## src/rtl/regfile_write_arbiter_pkg.sv

```systemverilog
// ============================================================================
// Module      : regfile_write_arbiter_pkg
// Description : Shared widths, constants and FIFO entry type for the
//               register-file write arbiter.
// Revision    : 1.0 - initial release
// ============================================================================
`default_nettype none

package regfile_write_arbiter_pkg;

  localparam int REG_ADDR_W = 5;
  localparam int REG_DATA_W = 32;
  localparam logic [REG_ADDR_W-1:0] REG_ZERO = 5'd0;

  localparam int FWD_PORT1 = 0;
  localparam int FWD_PORT2 = 1;

  typedef struct packed {
    logic [REG_ADDR_W-1:0] addr;
    logic [REG_DATA_W-1:0] data;
  } md_entry_t;

endpackage

`default_nettype wire

```

## src/rtl/regfile_write_arbiter_fifo.sv

```systemverilog
// ============================================================================
// Module      : md_result_fifo
// Description : Synchronous FIFO holding mult/div results awaiting the
//               register file write port.
// Revision    : 1.0 - initial release
// ============================================================================
`default_nettype none

module md_result_fifo
  import regfile_write_arbiter_pkg::*;
#(
  parameter int DEPTH = 2
) (
  input  logic                       clk,
  input  logic                       rst,
  input  logic                       i_push,
  input  logic                       i_pop,
  input  md_entry_t                  i_data,
  output md_entry_t                  o_head,
  output logic [$clog2(DEPTH):0]     o_count,
  output logic                       o_full,
  output logic                       o_empty
);

  localparam int PTR_W = $clog2(DEPTH);
  localparam logic [PTR_W:0] C_DEPTH = (PTR_W+1)'(DEPTH);

  md_entry_t        r_mem [DEPTH];
  logic [PTR_W-1:0] r_wr_ptr;
  logic [PTR_W-1:0] r_rd_ptr;
  logic [PTR_W:0]   r_count;

  // Power-of-two depth lets the pointers wrap by natural overflow.
  always_ff @(posedge clk) begin
    if (rst) begin
      r_wr_ptr <= '0;
      r_rd_ptr <= '0;
      r_count  <= '0;
    end else begin
      if (i_push) r_wr_ptr <= r_wr_ptr + 1'b1;
      if (i_pop)  r_rd_ptr <= r_rd_ptr + 1'b1;
      case ({i_push, i_pop})
        2'b10:   r_count <= r_count + 1'b1;
        2'b01:   r_count <= r_count - 1'b1;
        default: r_count <= r_count;
      endcase
    end
  end

  always_ff @(posedge clk) begin
    if (i_push) r_mem[r_wr_ptr] <= i_data;
  end

  assign o_head  = r_mem[r_rd_ptr];
  assign o_count = r_count;
  assign o_full  = (r_count == C_DEPTH);
  assign o_empty = (r_count == '0);

endmodule

`default_nettype wire

```

## src/rtl/regfile_write_arbiter.sv

```systemverilog
// ============================================================================
// Module      : regfile_write_arbiter
// Description : Shares the register file write port between WB and the
//               mult/div unit; tracks pending MD results and ID bypasses.
// Revision    : 1.0 - initial release
// ============================================================================
`default_nettype none

module regfile_write_arbiter
  import regfile_write_arbiter_pkg::*;
#(
  parameter int FIFO_DEPTH   = 2,
  parameter int STARVE_LIMIT = 8
) (
  input  logic                  Clk,
  input  logic                  Reset,
  input  logic                  RegWrite_WB,
  input  logic [REG_ADDR_W-1:0] Write_Register_WB,
  input  logic [REG_DATA_W-1:0] Write_Data_WB,
  input  logic                  MD_Issue,
  input  logic [REG_ADDR_W-1:0] MD_Issue_Register,
  input  logic                  MD_Valid,
  input  logic [REG_ADDR_W-1:0] MD_Register,
  input  logic [REG_DATA_W-1:0] MD_Data,
  output logic                  MD_Ready,
  input  logic [REG_ADDR_W-1:0] Read_Address_1_ID,
  input  logic [REG_ADDR_W-1:0] Read_Address_2_ID,
  output logic                  RegWrite_Port,
  output logic [REG_ADDR_W-1:0] Write_Register_Port,
  output logic [REG_DATA_W-1:0] Write_Data_Port,
  output logic [1:0]            Forward_Reg_Delay,
  output logic                  Stall_ID,
  output logic                  Drain_Req
);

  localparam int CNT_W = $clog2(STARVE_LIMIT + 1);
  localparam logic [CNT_W-1:0] C_STARVE_MAX = CNT_W'(STARVE_LIMIT);

  logic                       w_wb_active;
  logic                       w_push;
  logic                       w_pop;
  logic                       w_issue;
  logic                       w_full;
  logic                       w_empty;
  logic [$clog2(FIFO_DEPTH):0] w_count;
  md_entry_t                  w_head;
  md_entry_t                  w_md_entry;
  logic [31:0]                w_pending_next;
  logic [31:0]                r_pending;
  logic [CNT_W-1:0]           r_starve;

  assign w_wb_active = RegWrite_WB & (Write_Register_WB != REG_ZERO);
  assign w_issue     = MD_Issue & (MD_Issue_Register != REG_ZERO);
  assign MD_Ready    = ~w_full;
  assign w_push      = MD_Valid & MD_Ready;
  assign w_pop       = ~Reset & ~w_wb_active & ~w_empty;
  assign w_md_entry  = '{addr: MD_Register, data: MD_Data};

  md_result_fifo #(
    .DEPTH (FIFO_DEPTH)
  ) u_fifo (
    .clk     (Clk),
    .rst     (Reset),
    .i_push  (w_push),
    .i_pop   (w_pop),
    .i_data  (w_md_entry),
    .o_head  (w_head),
    .o_count (w_count),
    .o_full  (w_full),
    .o_empty (w_empty)
  );

  always_comb begin
    RegWrite_Port       = 1'b0;
    Write_Register_Port = REG_ZERO;
    Write_Data_Port     = '0;
    if (w_wb_active) begin
      RegWrite_Port       = ~Reset;
      Write_Register_Port = Write_Register_WB;
      Write_Data_Port     = Write_Data_WB;
    end else if (!w_empty) begin
      RegWrite_Port       = ~Reset;
      Write_Register_Port = w_head.addr;
      Write_Data_Port     = w_head.data;
    end
  end

  // A new issue overrides a retiring result for the same register.
  always_comb begin
    w_pending_next = r_pending;
    if (w_pop)   w_pending_next[w_head.addr]       = 1'b0;
    if (w_issue) w_pending_next[MD_Issue_Register] = 1'b1;
    w_pending_next[0] = 1'b0;
  end

  always_ff @(posedge Clk) begin
    if (Reset) begin
      r_pending <= '0;
      r_starve  <= '0;
    end else begin
      r_pending <= w_pending_next;
      if (w_empty || w_pop) r_starve <= '0;
      else if (r_starve != C_STARVE_MAX) r_starve <= r_starve + 1'b1;
    end
  end

  assign Stall_ID  = r_pending[Read_Address_1_ID] | r_pending[Read_Address_2_ID];
  assign Drain_Req = (r_starve == C_STARVE_MAX);

  assign Forward_Reg_Delay[FWD_PORT1] = RegWrite_Port & (Write_Register_Port == Read_Address_1_ID)
                                        & (Read_Address_1_ID != REG_ZERO);
  assign Forward_Reg_Delay[FWD_PORT2] = RegWrite_Port & (Write_Register_Port == Read_Address_2_ID)
                                        & (Read_Address_2_ID != REG_ZERO);

endmodule

`default_nettype wire

```

## config.mk

```make
export PLATFORM = sky130hd
export DESIGN_NAME = regfile_write_arbiter
export DESIGN_NICKNAME = d
export VERILOG_FILES = /design/src/rtl/regfile_write_arbiter_pkg.sv /design/src/rtl/regfile_write_arbiter_fifo.sv /design/src/rtl/regfile_write_arbiter.sv
export SDC_FILE = /design/constraint.sdc
export NUM_CORES = 1
export LEC_CHECK = 0
export CAP_MARGIN = 0
export CORE_ASPECT_RATIO = 0.5
export CORE_MARGIN = 2
export CORE_UTILIZATION = 40
export DETAILED_ROUTE_END_ITERATION = 8
export PLACE_DENSITY = 0.76
export SKIP_CTS_REPAIR_TIMING = 1
export SLEW_MARGIN = 20
export SYNTH_ARGS = -nofsm -noshare
export SYNTH_HDL_FRONTEND = slang
export SYNTH_SLANG_ARGS = --single-unit
export TNS_END_PERCENT = 20
```

## constraint.sdc

```tcl
create_clock -name Clk -period 3.3 [get_ports Clk]
set_input_delay 0.66 -clock Clk [delete_from_list [all_inputs] [get_ports Clk]]
set_output_delay 0.66 -clock Clk [all_outputs]
set_load 0.05 [all_outputs]
```

==> flow_summary_export.csv <==
group,metric,value,unit
run_status,outcome,"completed",
yosys,netlist_top_cells_area,"edfxtp_1, dfxtp_1, mux2i_1",
yosys,synth-xor-area-share,2.31,%
setup_path,path_max_fanout,3,
drt,drt-total-wl,15000,um
floorplan,die-area,15200,um2
yosys,synthArstFlopShare,0,%
global_route,grt_max_degree,67,
placement,hpwl,11000,um
drt,wl_per_cell,16.4,um
clock_network,clock_sinks,114,
timing,finalSetupViolations,0,
floorplan,start_util,41.4,%
drt,vias_per_cell,5.32,
timing,fin_crit_sh,99.0,%
yosys,netlist_area,5680,um2
drt,first_pass_iters,7,
cells_and_area,nFillCells,1076,
clock_network,clk_path_buf_depth,2,
setup_path,worst-path-buf-inv,2,
yosys,yosys_warnings,0,
power,pwr-share-clk,33.8,%
drt,antenna_left,0,
yosys,avgSynthCellArea,11.0,um2
yosys,synthDistinctLibCells,49,
drt,vias,4870,
yosys,synthDominantCellAreaShare,39.1,%
power,comb_power_share,34.1,%
setup_path,arrival,2.61,ns
timing,skew,0.00991,ns
yosys,synth_top_family_by_area,"multiplexers",
yosys,synth_simple_gate_area_share,11.0,%
clock_network,numCtsBuffers,17,
yosys,synthAdderAreaFrac,0.661,%
clock_network,clkTransAtPathRegs,0.05,ns
yosys,ys_seq_area_share,53.3,%
setup_path,cpPeakStageDelay,0.54,ns
timing,drv_slew,0,
cells_and_area,final_nets,807,
setup_path,critPathSlowestCell,"or4_1",
power,p_per_area,619,nW/um2
global_route,grt_use_total,20.1,%
placement,place_congestion,0.871,
yosys,synth_compound_area_share,14.7,%
clock_network,cts_tree,"built",
clock_network,htree_levels,4,
yosys,yosysMostFrequentCell,"nand2_1",
global_route,grt_pass1_vias,4895,
global_route,grt_first_pass_wirelength,23400,um
worst_hold_path,min_path_type,"reg -> reg",
setup_path,start_kind,"input port",
floorplan,die-height,88.2,um
setup_path,path_delay_family,"simple AND/OR/NAND/NOR gates",
timing,period_minus_slack,3.27,ns
run,cap_violations,0,
timing,holdWs,0.499,ns
floorplan,core-area,13700,um2
timing,grt_setup_unrepaired,"true",
yosys,yosysTopAreaCell,"edfxtp_1",
cells_and_area,area_delta_synth_final,54.9,%
yosys,synth_ff_type,"edfxtp_1",
power,seq_power_share,32.1,%
timing,fmax,306,MHz
drt,drc,0,
floorplan,rows,30,
cells_and_area,num_antenna_cells,0,
timing,hold_viol_final,0,
timing,slew_headroom,53.9,%
setup_path,required,2.64,ns
cells_and_area,drive_gt1_share,25.3,%
power,peakVddDrop,0.438,mV
placement,io_buffers,136,
yosys,ys_ff_latch,114,
setup_path,path_cells,"buf_6 > or3_4 > o21ai_4 > a32oi_4 > xnor2_1 > or4_1 > nor3_2 > clkbuf_16",
power,p_sw,1670,uW
timing,worstMarginPinSlew,0.691,ns
power,swShare,30.8,%
floorplan,die_width,172,um
yosys,netlist_top_cells_count,"nand2_1, edfxtp_1, mux2i_1, a21oi_1, dfxtp_1",
power,p_leak,0.00326,uW
power,p_int,3770,uW
global_route,gr-total-overflow,0,
yosys,syn-num-nets,615,
drt,drt_iter0_drc,171,
clock_network,cts_root_buffer,"clkbuf_16",
global_route,antenna_found_initial,0,
setup_path,critPathKind,"in -> out",
clock_network,clk-insertion-delay-late,0.40,ns
placement,place_area,8070,um2
yosys,synth_cells,518,
cells_and_area,fin_area,8790,um2
floorplan,io_pins,137,
yosys,synthMuxAreaShare,15.0,%
setup_path,critPathCaptureType,"primary output",
yosys,synth-edff-count,74,
[layer usage]
metal  track usage [%]  wire length, um  vias to the layer above  part of all wire [%]
li1                  -                -                     2321                     -
met1              23.0             5930                     2343                    40
met2              37.0             7840                      181                    52
met3              4.70              984                       25                   6.6
met4              8.10              248                        0                   1.7
met5                 0                0                        -                     0
[worst min-delay path: stages (launching register included)]
cell     delay, ns
dfxtp_1       0.31
o21ai_0       0.07
a21oi_1       0.07
[cells in the final DEF (no fill, tap or decap), types with 3 or more instances in the layout]
cell and count:
mux4_2 10, buf_12 38, clkbuf_8 3, buf_6 6, o311ai_0 3, mux2_2 4
nand2b_1 5, nor3_1 5, o21ai_0 37, nor2_1 24, clkbuf_16 23, a21oi_1 40
nor2b_1 3, o31ai_1 33, nand3_1 7, buf_4 69, nand2_1 77, clkdlybuf4s50_1 86
xor2_1 5, dlymetal6s2s_1 5, mux2i_1 52, clkinv_2 3, xnor2_1 10, inv_1 8
edfxtp_1 74, dfxtp_1 39, ha_1 3
[cell type report]
cell class              instances  area, um2  area share (%)
flip-flops and latches        114       3030            34.4
multi-input cells             362       2560            29.1
repair buffers                207       2300            26.2
clock buffers                  27        599            6.82
well taps                     192        240            2.73
inverters                       8       30.0           0.342
clock inverters                 5       27.5           0.313
[cells by family after synthesis]
logic type / Yosys count
adder cells (fa/ha/maj): 3
flip-flops: 114
AO/OA/AOI/OAI: 134
buffers and inverters: 42
multiplexers: 70
AND/OR/NAND/NOR: 140
XOR/XNOR: 15
[final timing paths]
check / start / to / slack (ns) / cells past startpoint
max reg2reg: flip-flop / r_pending[6] / 1.20 / 6
min: r_pending[18] / r_pending[18] / 0.50 / 2
max: Write_Register_WB[4] / Forward_Reg_Delay[0] / 0.03 / 8
min reg2reg: r_pending[18] / r_pending[18] / 0.50 / 2
[power groups by stage]
stage                     Combinational (uW)  Clock, uW  Sequential [uW]
after CTS                               1840       1880             1740
after detailed placement                1830          0             1770
after floorplan                          968          0             1740
after global placement                  1790          0             1760
final                                   1860       1840             1750
after global routing                    1960       1940             1760
[state kept, by name, indices dropped and copies added (netlist names), named ones only]
signal,cells
u_fifo.r_wr_ptr,1
u_fifo.r_mem,74
u_fifo.r_rd_ptr,1
u_fifo.o_count,2
r_pending,31
r_starve,4
[through the flow]
step	std cells	utilization (%)	total power (uW)	setup TNS, ns	setup slack [ns]
floorplan	518	-	2710	-11.19	-0.406
global placement	882	58.9	3550	-7.14	-0.356
detailed placement	882	58.9	3600	-11.30	-0.482
CTS	914	63.4	5460	-9.39	-0.486
global route	915	64.2	5660	-0.0834	-0.0357
finish	915	64.2	5440	0	0.0331
Note: power is estimated with default switching activity, not from simulation.
